==> src/rtl/alu_pkg.sv <==
// Shared definitions for the sequential ALU: operation codes and FSM states.
package alu_pkg;

  localparam logic [5:0] FUNCT_ADDU  = 6'b001001;
  localparam logic [5:0] FUNCT_SUBU  = 6'b001010;
  localparam logic [5:0] FUNCT_AND   = 6'b010001;
  localparam logic [5:0] FUNCT_OR    = 6'b010010;
  localparam logic [5:0] FUNCT_SLL   = 6'b100001;
  localparam logic [5:0] FUNCT_SRL   = 6'b100010;
  localparam logic [5:0] FUNCT_MULTU = 6'b011001;

  typedef enum logic [1:0] {
    IDLE = 2'd0,
    MUL  = 2'd1,
    DONE = 2'd2
  } state_t;

endpackage

==> src/rtl/alu_mul_seq.sv <==
// Unsigned iterative shift-add multiplier, one multiplier bit per cycle.
// The first partial product is folded into the start edge so the whole multiply spans WIDTH edges.
module alu_mul_seq #(
  parameter int WIDTH = 32
) (
  input  logic                 clk,
  input  logic                 rst_n,
  input  logic                 start,
  input  logic [WIDTH-1:0]     a,
  input  logic [WIDTH-1:0]     b,
  output logic                 busy,
  output logic                 done,
  output logic [2*WIDTH-1:0]   product
);

  localparam int CW = $clog2(WIDTH + 1);

  logic [WIDTH-1:0] mcand_q;
  logic [WIDTH-1:0] hi_q;
  logic [WIDTH-1:0] lo_q;
  logic [CW-1:0]    cnt_q;
  logic             done_q;
  logic [WIDTH:0]   first_sum;
  logic [WIDTH:0]   step_sum;

  assign first_sum = b[0] ? {1'b0, a} : '0;
  assign step_sum  = {1'b0, hi_q} + (lo_q[0] ? {1'b0, mcand_q} : '0);

  // NOTE: every register here uses <= so all of them update from the same pre-edge values.
  always_ff @(posedge clk or negedge rst_n) begin
    if (!rst_n) begin
      mcand_q <= '0;
      hi_q    <= '0;
      lo_q    <= '0;
      cnt_q   <= '0;
      done_q  <= 1'b0;
    end else if (start) begin
      mcand_q       <= a;
      {hi_q, lo_q}  <= {first_sum, b[WIDTH-1:1]};
      cnt_q         <= CW'(WIDTH - 1);
      done_q        <= 1'b0;
    end else if (cnt_q != '0) begin
      {hi_q, lo_q}  <= {step_sum, lo_q[WIDTH-1:1]};
      cnt_q         <= cnt_q - CW'(1);
      done_q        <= (cnt_q == CW'(1));
    end else begin
      done_q <= 1'b0;
    end
  end

  assign busy    = (cnt_q != '0);
  assign done    = done_q;
  assign product = {hi_q, lo_q};

endmodule

==> src/rtl/alu_seq.sv <==
// Sequential ALU with valid/ready handshake: single-cycle logic ops plus a WIDTH-cycle multiply.
module alu_seq
  import alu_pkg::*;
#(
  parameter int WIDTH = 32,
  parameter int SHW   = $clog2(WIDTH)
) (
  input  logic             clk,
  input  logic             rst_n,
  input  logic             in_valid,
  output logic             in_ready,
  input  logic [WIDTH-1:0] Src1,
  input  logic [WIDTH-1:0] Src2,
  input  logic [SHW-1:0]   Shamt,
  input  logic [5:0]       Funct,
  output logic             out_valid,
  input  logic             out_ready,
  output logic [WIDTH-1:0] result,
  output logic [WIDTH-1:0] result_hi,
  output logic             carry,
  output logic             zero,
  output logic             illegal
);

  state_t             state_q, state_d;
  logic               accept;
  logic               is_mul;
  logic [WIDTH-1:0]   alu_res;
  logic               alu_carry;
  logic               alu_illegal;
  logic               mul_busy;
  logic               mul_done;
  logic [2*WIDTH-1:0] mul_prod;

  assign in_ready  = (state_q == IDLE);
  assign out_valid = (state_q == DONE);
  assign accept    = in_valid && in_ready;
  assign is_mul    = (Funct == FUNCT_MULTU);

  alu_mul_seq #(.WIDTH(WIDTH)) u_mul (
    .clk     (clk),
    .rst_n   (rst_n),
    .start   (accept && is_mul),
    .a       (Src1),
    .b       (Src2),
    .busy    (mul_busy),
    .done    (mul_done),
    .product (mul_prod)
  );

  // NOTE: defaults first so no path through the case leaves a signal unassigned (no latches).
  always_comb begin
    alu_res     = '0;
    alu_carry   = 1'b0;
    alu_illegal = 1'b0;
    case (Funct)
      FUNCT_ADDU:  {alu_carry, alu_res} = {1'b0, Src1} + {1'b0, Src2};
      FUNCT_SUBU: begin
        alu_res   = Src1 - Src2;
        alu_carry = (Src1 < Src2);
      end
      FUNCT_AND:   alu_res = Src1 & Src2;
      FUNCT_OR:    alu_res = Src1 | Src2;
      FUNCT_SLL:   alu_res = Src1 << Shamt;
      FUNCT_SRL:   alu_res = Src1 >> Shamt;
      FUNCT_MULTU: ;
      default:     alu_illegal = 1'b1;
    endcase
  end

  always_ff @(posedge clk or negedge rst_n) begin
    if (!rst_n) state_q <= IDLE;
    else        state_q <= state_d;
  end

  always_comb begin
    state_d = state_q;
    case (state_q)
      IDLE:    if (accept) state_d = is_mul ? MUL : DONE;
      MUL:     if (!mul_busy) state_d = DONE;
      DONE:    if (out_ready) state_d = IDLE;
      default: state_d = IDLE;
    endcase
  end

  // Result registers load only at completion, so input wiggles mid-operation cannot leak out.
  always_ff @(posedge clk or negedge rst_n) begin
    if (!rst_n) begin
      result    <= '0;
      result_hi <= '0;
      carry     <= 1'b0;
      zero      <= 1'b0;
      illegal   <= 1'b0;
    end else if (accept && !is_mul) begin
      result    <= alu_res;
      result_hi <= '0;
      carry     <= alu_carry;
      zero      <= (alu_res == '0);
      illegal   <= alu_illegal;
    end else if (state_q == MUL && mul_done) begin
      {result_hi, result} <= mul_prod;
      carry               <= 1'b0;
      zero                <= (mul_prod == '0);
      illegal             <= 1'b0;
    end else if (out_valid && out_ready) begin
      zero <= 1'b0;
    end
  end

endmodule

==> config.mk <==
export PLATFORM = sky130hd
export DESIGN_NAME = alu_seq
export DESIGN_NICKNAME = d
export VERILOG_FILES = /design/src/rtl/alu_pkg.sv /design/src/rtl/alu_mul_seq.sv /design/src/rtl/alu_seq.sv
export SDC_FILE = /design/constraint.sdc
export NUM_CORES = 1
export LEC_CHECK = 0
export CAP_MARGIN = 20
export CORE_UTILIZATION = 45
export CTS_BUF_LIST = sky130_fd_sc_hd__clkbuf_4
export CTS_CLUSTER_SIZE = 8
export DETAILED_ROUTE_END_ITERATION = 6
export GPL_ROUTABILITY_DRIVEN = 0
export HOLD_SLACK_MARGIN = 0.1
export PLACE_DENSITY_LB_ADDON = 0.08
export SLEW_MARGIN = 20
export SYNTH_ARGS = -nofsm -noshare
export SYNTH_HDL_FRONTEND = slang
export SYNTH_SLANG_ARGS = --single-unit
export TNS_END_PERCENT = 30
==> constraint.sdc <==
create_clock -name clk -period 4.4 [get_ports clk]
set_input_delay 0.88 -clock clk [delete_from_list [all_inputs] [get_ports clk]]
set_output_delay 0.88 -clock clk [all_outputs]
set_load 0.01 [all_outputs]
* Word level (Yosys, flattened, before mapping) *
Index checks and enable logic that the tools add are counted.

word-level totals
  flip-flop bits (word level) = 172
  output and inout bits = 69
  logic and storage cells = 76

cells by class
  add/subtract/negate cells = 4
  order comparisons = 1
  eq/ne operators = 13
  shift-type cells = 2
  mux-type cells = 28
  bitwise gates (word level) = 2
  reductions and logical operators = 15

operators with widths
  operator                                             count
  two-way mux 32 bit                                   10
  one-hot mux 32 bit (6 select lines)                  1
  logical NOT 64 bit                                   1
  adder 32 x 32 -> 33 bit                              1
  adder 32 x 33 -> 33 bit                              1
  bitwise AND 32 bit                                   1
  logical NOT 32 bit                                   1
  less-than comparator 32 bit                          1
  OR 32 bit                                            1
  left shift 32 x 5 -> 32 bit                          1
  right shift 32 x 5 -> 32 bit                         1
  subtractor 32 bit                                    1
  equality test 6 x 5 -> 1 bit, second input constant  3
  equality test 6 x 4 -> 1 bit, second input constant  2
  equality test 6 bit, second input constant           2
  two-way mux 6 bit                                    2
  two-way mux 1 bit                                    9
  two-way mux 2 bit                                    4
  OR reduction 7 bit                                   1
  equality test 6 x 1 -> 1 bit, second input constant  1
  one-hot mux 2 bit (3 select lines)                   1
  nonzero test 6 bit                                   1
  subtractor 6 x 1 -> 6 bit, second input constant     1
  logical AND 1 bit                                    5
  other kinds (10)                                     12

* Logic depth before layout (Yosys ltp) *
Gate-level depths: netlist of run 1.

  depth after elaboration = 5
  depth in mapped cells = 17
  mapped depth without buffers = 16

* By module *
From an unflattened synthesis of run 1, not the netlist that was laid out.

unflattened totals
  cell total of the unflattened synthesis = 2,453
  area, all modules = 19,351.1 um2

by module, submodules not included
  module       times used  cells each  area each (um2)  seq. area each (um2)
  alu_seq      1           1,801       13,156.4         1,726.7
  alu_mul_seq  1           652         6,194.7          2,577.5

* Worst setup path before layout of run 1 *
Ideal clock, no wire load.

  path kind = input -> register
  start point = input port Src1[1]
  end point = register zero
  library setup time = 66 ps
  arrival time = 4,188 ps
  path slack = 146 ps
  stages = 15
  path buffers = 1
  cells stage by stage = clkbuf_1 inv_1 ha_1 a21o_1 a21oi_1 o21bai_1 a21o_1 a221o_1 a2111o_1 or4_1 nor4_2 nand4b_1 nor4_1 and4_1 a31o_1

between the ends
  longest elaborated chain between the ends = 4
  elaborated cells on any way between the ends = 9

RTL lines
  item                                             line            source
  from (decl)                                      alu_seq.sv:12   input logic [WIDTH-1:0] Src1,
  subtractor 32 bit, or another cell as far along  alu_seq.sv:59   alu_res = Src1 - Src2;
  one-hot mux 32 bit (6 select lines) *            alu_seq.sv:56   case (Funct)
  logical NOT 32 bit *                             alu_seq.sv:98   zero <= (alu_res == '0);
  two-way mux 1 bit *                              alu_seq.sv:94   end else if (accept && !is_mul) begin
  to (signal assigned)                             alu_seq.sv:98
  to (signal assigned)                             alu_seq.sv:103  zero <= (mul_prod == '0);
  to (decl)                                        alu_seq.sv:21   output logic zero,

Mark *: on every way between the ends. The rest lies on a longest branch, timed or not.
A chain may end at the register's enable or synchronous reset.

* Worst setup path after layout of run 1 *
  start point = input port Funct[1]
  end point = register zero

between the ends
  longest elaborated chain between the ends = 4
  elaborated cells on any way between the ends = 13

RTL lines
  item                                                                      line                          source
  from (decl)                                                               alu_seq.sv:15                 input logic [5:0] Funct,
  equality test 6 bit, or another cell as far along                         alu_seq.sv:56
  one-hot mux 32 bit (6 select lines) or logical NOT 1 bit (tied branches)  alu_seq.sv:56, alu_seq.sv:94
  logical NOT 32 bit or logical AND 1 bit (tied branches)                   alu_seq.sv:98, alu_seq.sv:94
  two-way mux 1 bit or nonzero test 3 bit (tied branches)                   --

Parallel ways exist; a longest one is shown, timed or not.

==> results of run 1 <==
==> repair_timing <==
action,CTS,global route
pin swaps,0,10
buffers inserted,0,1
hold buffers,0,0
gates resized for setup,6,41
gates cloned,0,0
endpoints found under the setup margin,4,8
==> routing by layer <==
metal  track usage (%)  vias to the layer above  part of all wire, %
met5                 0                        -                0.012
met1             52.60                    10257                   39
met4             16.78                        2                  5.0
li1                  -                     9673                    -
met3             14.13                      302                   14
met2             58.88                     1433                   42
==> registers in the layout (all words and copies together) (netlist names) <==
| signal | flops |
|---|---|
| u_mul.lo_q | 32 |
| u_mul.mcand_q | 32 |
| u_mul.cnt_q | 6 |
| u_mul.hi_q | 32 |
| result | 32 |
| state_q | 2 |
| illegal | 1 |
| zero | 1 |
| carry | 1 |
| u_mul.done | 1 |
| result_hi | 32 |
==> cell type report <==
class                           instances  area (µm²)
Fill cell                            3652       15500
Multi-Input combinational cell       1879       12980
Timing Repair Buffer                  704        5762
Sequential cell                       172        4305
Tap cell                              525       656.9
Inverter                              122       457.9
Clock buffer                           17       127.6
Clock inverter                         15       121.4
Antenna cell                            1       2.502
==> final timing paths <==
path / from / to / slack [ns] / depth (start not counted)
worst max-delay path: Funct[1] / zero / -0.04 / 15
worst min-delay path: rst_n / u_mul.lo_q[0] / 0.33 / 1
worst max register to register: u_mul.lo_q[0] / u_mul.hi_q[29] / 0.36 / 15
worst min register to register: u_mul.mcand_q[4] / u_mul.mcand_q[4] / 0.49 / 2
max in group asynchronous: rst_n / u_mul.lo_q[27] / 3.11 / 2
min in group clk: u_mul.mcand_q[4] / u_mul.mcand_q[4] / 0.49 / 2
==> per-stage QoR <==
| stage | util [%] | setup TNS (ns) | std cells | setup WS, ns | instance area [µm²] |
|---|---|---|---|---|---|
| floorplan | - | 0 | 2358 | 0.1455 | 18310 |
| global placement | 59.98 | -6.315 | 3401 | -0.7681 | 23940 |
| detailed placement | 59.98 | -7.011 | 3401 | -0.8376 | 23940 |
| CTS | 60.66 | 0 | 3433 | 0.005687 | 24210 |
| global route | 61.16 | -0.03454 | 3435 | -0.03454 | 24410 |
| finish | 61.16 | -0.04367 | 3435 | -0.04367 | 24410 |
==> critical path, stage by stage <==
cell and delay [ns]:
clkdlybuf4s50_1 0.57, buf_4 0.15, or4b_2 0.71, nor2_1 0.47
nand2_1 0.13, buf_4 0.21, a211oi_1 0.65, a211o_1 0.18
a2111o_1 0.18, nor4_2 0.07, buf_4 0.16, nand4b_1 0.12
nor4_2 0.06, and4_1 0.22, a31o_1 0.22
==> kinds of logic (layout without fill, tap and decap cells) <==
| kind of cell | count (synthesis) | count (layout) | share of synthesized area (%) |
|---|---|---|---|
| flops | 172 | 172 | 23.51 |
| compound gates | 721 | 721 | 25.75 |
| fa+ha+maj | 143 | 143 | 9.894 |
| xor+xnor | 33 | 33 | 1.578 |
| mux | 124 | 124 | 10.88 |
| simple gates | 858 | 858 | 21.37 |
| other cells | 0 | 1 | 0 |
| buf+inv | 307 | 858 | 7.011 |
==> cells in the final DEF, fill, tap and decap left out, types with 11 or more instances in the layout <==
master and n:
xnor2_1 25, and2_1 40, o211ai_1 22, ha_1 139, nand4_1 20, o21a_1 18, a21oi_1 182, a22oi_1 20
nor4_1 32, buf_4 550, o22ai_1 16, and3_1 18, nand3_1 50, nor2b_1 15, a221oi_1 20, mux4_2 58
a221o_1 12, mux2_2 17, o31ai_1 11, a211oi_1 24, mux2i_1 48, nor2_1 207, o221ai_1 15, nor3_1 54
a21o_1 35, clkbuf_4 17, inv_1 120, dfrtp_1 171, clkdlybuf4s50_1 138, a31oi_1 56, o21ai_0 157, nand2b_1 25
nand2_1 341
==> power by group through the flow <==
| stage | Sequential [W] | Combinational, W | Clock, W |
|---|---|---|---|
| after floorplan | 0.00236 | 0.00203 | 0 |
| after global placement | 0.00255 | 0.00344 | 0 |
| after detailed placement | 0.00256 | 0.00351 | 0 |
| after CTS | 0.00253 | 0.00353 | 0.000885 |
| after global routing | 0.00259 | 0.00394 | 0.000939 |
| final | 0.00254 | 0.00366 | 0.000869 |
==> impl_metrics.toml, run 1 <==
[run_status]
status = "finished with violations"
violations = "design-rule violations, negative setup slack"

[synthesis]
ys.flop_type = "dfrtp_1"
yosysUniqueCellTypes = 92
yosysTopAreaCellShare_pct = 23.51
syn_area_um2 = 18310
avgSynthCellArea_um2 = 7.766
synth_area_leaders = "dfrtp_1 24%, ha_1 9.6%, mux4_2 7.1%"
synth_warnings = 0
yosysMostFrequentCell = "nand2_1"
ys_ff_latch = 172
syn_nets = 2580
post-synth-top-area-cell = "dfrtp_1"
synthCells = 2358
async_flop_share_pct = 100.0
synth_edf_count = 0
yosysSeqAreaShare_pct = 23.51
netlist_top_cells_count = "341 x nand2_1, 214 x nor2_1, 186 x a21oi_1, 172 x dfrtp_1, 158 x o21ai_0"

[pwr]
swShare_pct = 44.00
seqPwrFrac_pct = 36.0
internal_power_w = 0.003960
combPwrFrac_pct = 51.8
p_switching_w = 0.003111
ir_worst_vdd_v = 0.0001686
pwr-share-clk_pct = 12.3
p_per_area_nw_per_um2 = 289.7
p_leak_nw = 11.28
p_total_w = 0.007071

[run]
drv_cap = 0

[floorplan]
core_area_um2 = 39910
die_w_um = 203.7
rows = 73
start_util_pct = 45.88
die_h_um = 203.7
io_pins = 148
dieArea_um2 = 41500

[critical_path]
worst-path-max-fanout = 7
end_kind = "register"
crit_arrival_ns = 5.00
cp.required_ns = 4.96
cp-start-kind = "primary input"
critical_path_class = "in2reg"

[cells_and_area]
nets = 3118
area_growth_pct = 33.32
drive_above_1_share_pct = 25.27

[sta]
relSlewSlack_pct = 19.10
worst_slew_pin_slew_ns = 1.201
holdWs_ns = 0.3253
setup-violations-final = 1
fin_crit_ns = 4.444
worst_slack_ns = -0.04367
rsz0062_at_grt = "true"
fin_crit_sh_pct = 101.0
clock.fmax_mhz = 225.0
maxSlewViolCount = 0
clock_skew_ns = 0.03064
hold_viol = 0

[cts]
clockBufferDepth = 2
clk_latency_ns = 0.64
cts.sinks = 172
cts_root_buf = "clkbuf_4"
cts_tree = "built"
cts_buffers = 17
h-tree-depth = 4
clkSlewWorstSetupHoldPaths_ns = 0.16

[global_routing]
grt_max_degree = 92
grt_first_pass_wirelength_um = 124700
track_usage_pct = 39.92
grt_pass1_vias = 20544
antenna_found_initial = 2
overflow = 0

[route]
wl_per_cell_um = 24.33
detail-route-antenna-nets = 0
drt_iter0_markers = 2816
routed_wl_um = 83590
vias = 21667
vias_per_cell = 6.308
first_pass_iters = 7
post-route-drc-count = 47

[placement]
io_buffer_count = 147
dp_hpwl_um = 66710

[min_path]
hp-class = "in2async"
Power figures use the tool's default switching activity.
==> run 2: changes to the inputs <==
Settings changed: PLACE_DENSITY_LB_ADDON 0.08 to default.
==> run 2 against run 1 <==
Against the previous run: the flow still finishes with violations (design-rule violations, negative setup slack); clock power rose by 4.7%; register-to-register slack worse by 0.13 ns; count of clock-buffer cells in the layout increased by 3; highest routed layer is now met4; maximum frequency increased by 0.61%.
==> impl_metrics.toml, run 2 (synthesis gave the netlist of run 1 again) <==
[run_status]
status = "finished with violations"
violations = "design-rule violations, negative setup slack"

[critical_path]
critical_path_class = "in2reg"
critPathMostFrequentCell = "buf_4"
cp.required_ns = 4.99
end_kind = "register"
worst-path-max-fanout = 6
path_cells = "clkdlybuf4s50_1 > inv_1 > buf_4 > ha_1 > o311a_1 > buf_4 > o311ai_2 > nand3_1 > a21oi_2 > buf_4 > nor4_1 > o22a_1 > a21oi_1 > nand4_1 > nor4_4 > and4_1 > a31o_1"
cpPeakStageDelay_ns = 0.48
crit_arrival_ns = 5.01
critPathSlowestCell = "clkdlybuf4s50_1"
cp-start-kind = "primary input"

[sta]
worst_slew_pin_slew_ns = 1.012
worst_slack_ns = -0.01675
hold_viol = 0
relSlewSlack_pct = 32.51
finalSetupTns_ns = -0.01675
rsz0062_at_grt = "true"
clock.fmax_mhz = 226.4
fin_crit_sh_pct = 100.4
fin_crit_ns = 4.417
maxSlewViolCount = 0
setup-violations-final = 1
clock_skew_ns = 0.02543

[floorplan]
die_h_um = 203.7
rows = 73
core_area_um2 = 39910
die_w_um = 203.7
dieArea_um2 = 41500
io_pins = 148
start_util_pct = 45.88

[global_routing]
track_usage_pct = 39.71
grt_max_degree = 105
grt_pass1_vias = 20584
antenna_found_initial = 1
overflow = 0
grt_first_pass_wirelength_um = 124300

[cts]
clockBufferDepth = 2
clkSlewWorstSetupHoldPaths_ns = 0.15
holdBufCountCts = 0
cts_root_buf = "clkbuf_4"
cts_tree = "built"
cts_buffers = 17
cts.sinks = 172
h-tree-depth = 4
clk_latency_ns = 0.63

[cells_and_area]
area_growth_pct = 34.68
nets = 3121
fillers = 3624
drive_above_1_share_pct = 25.79
final_common_cell = "buf_4"
layout_common_cells = "546 x buf_4, 341 x nand2_1, 206 x nor2_1"

[route]
drt_iter0_markers = 2619
routed_wl_um = 83260
vias_per_cell = 6.319
post-route-drc-count = 3
wl_per_cell_um = 24.22
first_pass_iters = 7
detail-route-antenna-nets = 0
vias = 21726

[placement]
post-place-ws_ns = -0.9021
io_buffer_count = 147
dp_hpwl_um = 66300

[pwr]
ir_worst_vdd_v = 0.0001791
p_leak_nw = 11.45
p_per_area_nw_per_um2 = 290.1

[min_path]
hp-class = "in2async"

[run]
drv_cap = 0
==> run 2: cell count changes in the layout (fill, tap and decap cells not counted), sizes merged <==
cell,previous run,this run
clkdlybuf4s50,138,127
clkinvlp,4,2
dlymetal6s2s,4,15
bufinv,1,2
clkbuf,17,20
clkinv,8,9
buf,562,565
inv,124,121
==> run 2: layout make-up <==
| type | count | area, µm² | area share [%] |
|---|---|---|---|
| repair buffers | 707 | 5864 | 23.78 |
| clock inverters | 12 | 122.6 | 0.4972 |
| flip-flops and latches | 172 | 4305 | 17.46 |
| inverters | 122 | 457.9 | 1.857 |
| multi-input cells | 1879 | 13100 | 53.13 |
| well taps | 525 | 656.9 | 2.664 |
| clock buffers | 20 | 150.1 | 0.6088 |
| diodes | 1 | 2.502 | 0.01015 |
==> run 2: through the flow <==
stage | std cells | power [W] | cell area (µm²) | utilization, % | hold WS, ns
after floorplan | 2358 | 0.004393 | 18310 | - | 0.4418
after detailed placement | 3394 | 0.006062 | 23910 | 59.91 | 0.4638
after CTS | 3426 | 0.006984 | 24220 | 60.68 | 0.2085
final | 3438 | 0.007154 | 24660 | 61.78 | 0.2259
after global routing | 3438 | 0.007543 | 24660 | 61.78 | 0.2480
after global placement | 3394 | 0.005988 | 23910 | 59.91 | 0.4566
==> run 2: final timing paths <==
kind,from,to,slack (ns),cells past startpoint
min in group clk,u_mul.mcand_q[17],u_mul.mcand_q[17],0.49,2
worst max register to register,u_mul.lo_q[0],u_mul.hi_q[30],0.23,16
worst min-delay path,rst_n,result_hi[5],0.23,1
worst min register to register,u_mul.mcand_q[17],u_mul.mcand_q[17],0.49,2
worst max-delay path,Src2[2],zero,-0.02,17
max in group asynchronous,rst_n,result[15],3.19,2
==> run 2: per-layer routing <==
layer / GRT usage [%] / wire length (µm)
met1: 51.49 / 32710
met2: 58.09 / 34880
met3: 14.80 / 11090
met4: 18.64 / 4583
met5: 0 / 0
==> run 2: critical path, delay by kind of cell <==
kind	cells	cell delay, ns
AO/OA/AOI/OAI	6	1.67
adder cells (fa/ha/maj)	1	0.23
buffers and inverters	5	1.06
AND/OR/NAND/NOR	5	1.17
==> run 2: what timing repair did <==
action,in CTS,in global routing
setup endpoints to repair,1,9
gates resized for setup,7,76
setup buffers,0,10
pin swaps,0,25
gates cloned,0,0
==> run 2: where the power goes <==
| group | total [W] | internal, W | switching (W) |
|---|---|---|---|
| Combinational | 0.00370 | 0.00170 | 0.00200 |
| Clock | 0.000910 | 0.000351 | 0.000559 |
| Sequential | 0.00254 | 0.00200 | 0.000536 |
| Total | 0.00715 | 0.00406 | 0.00310 |
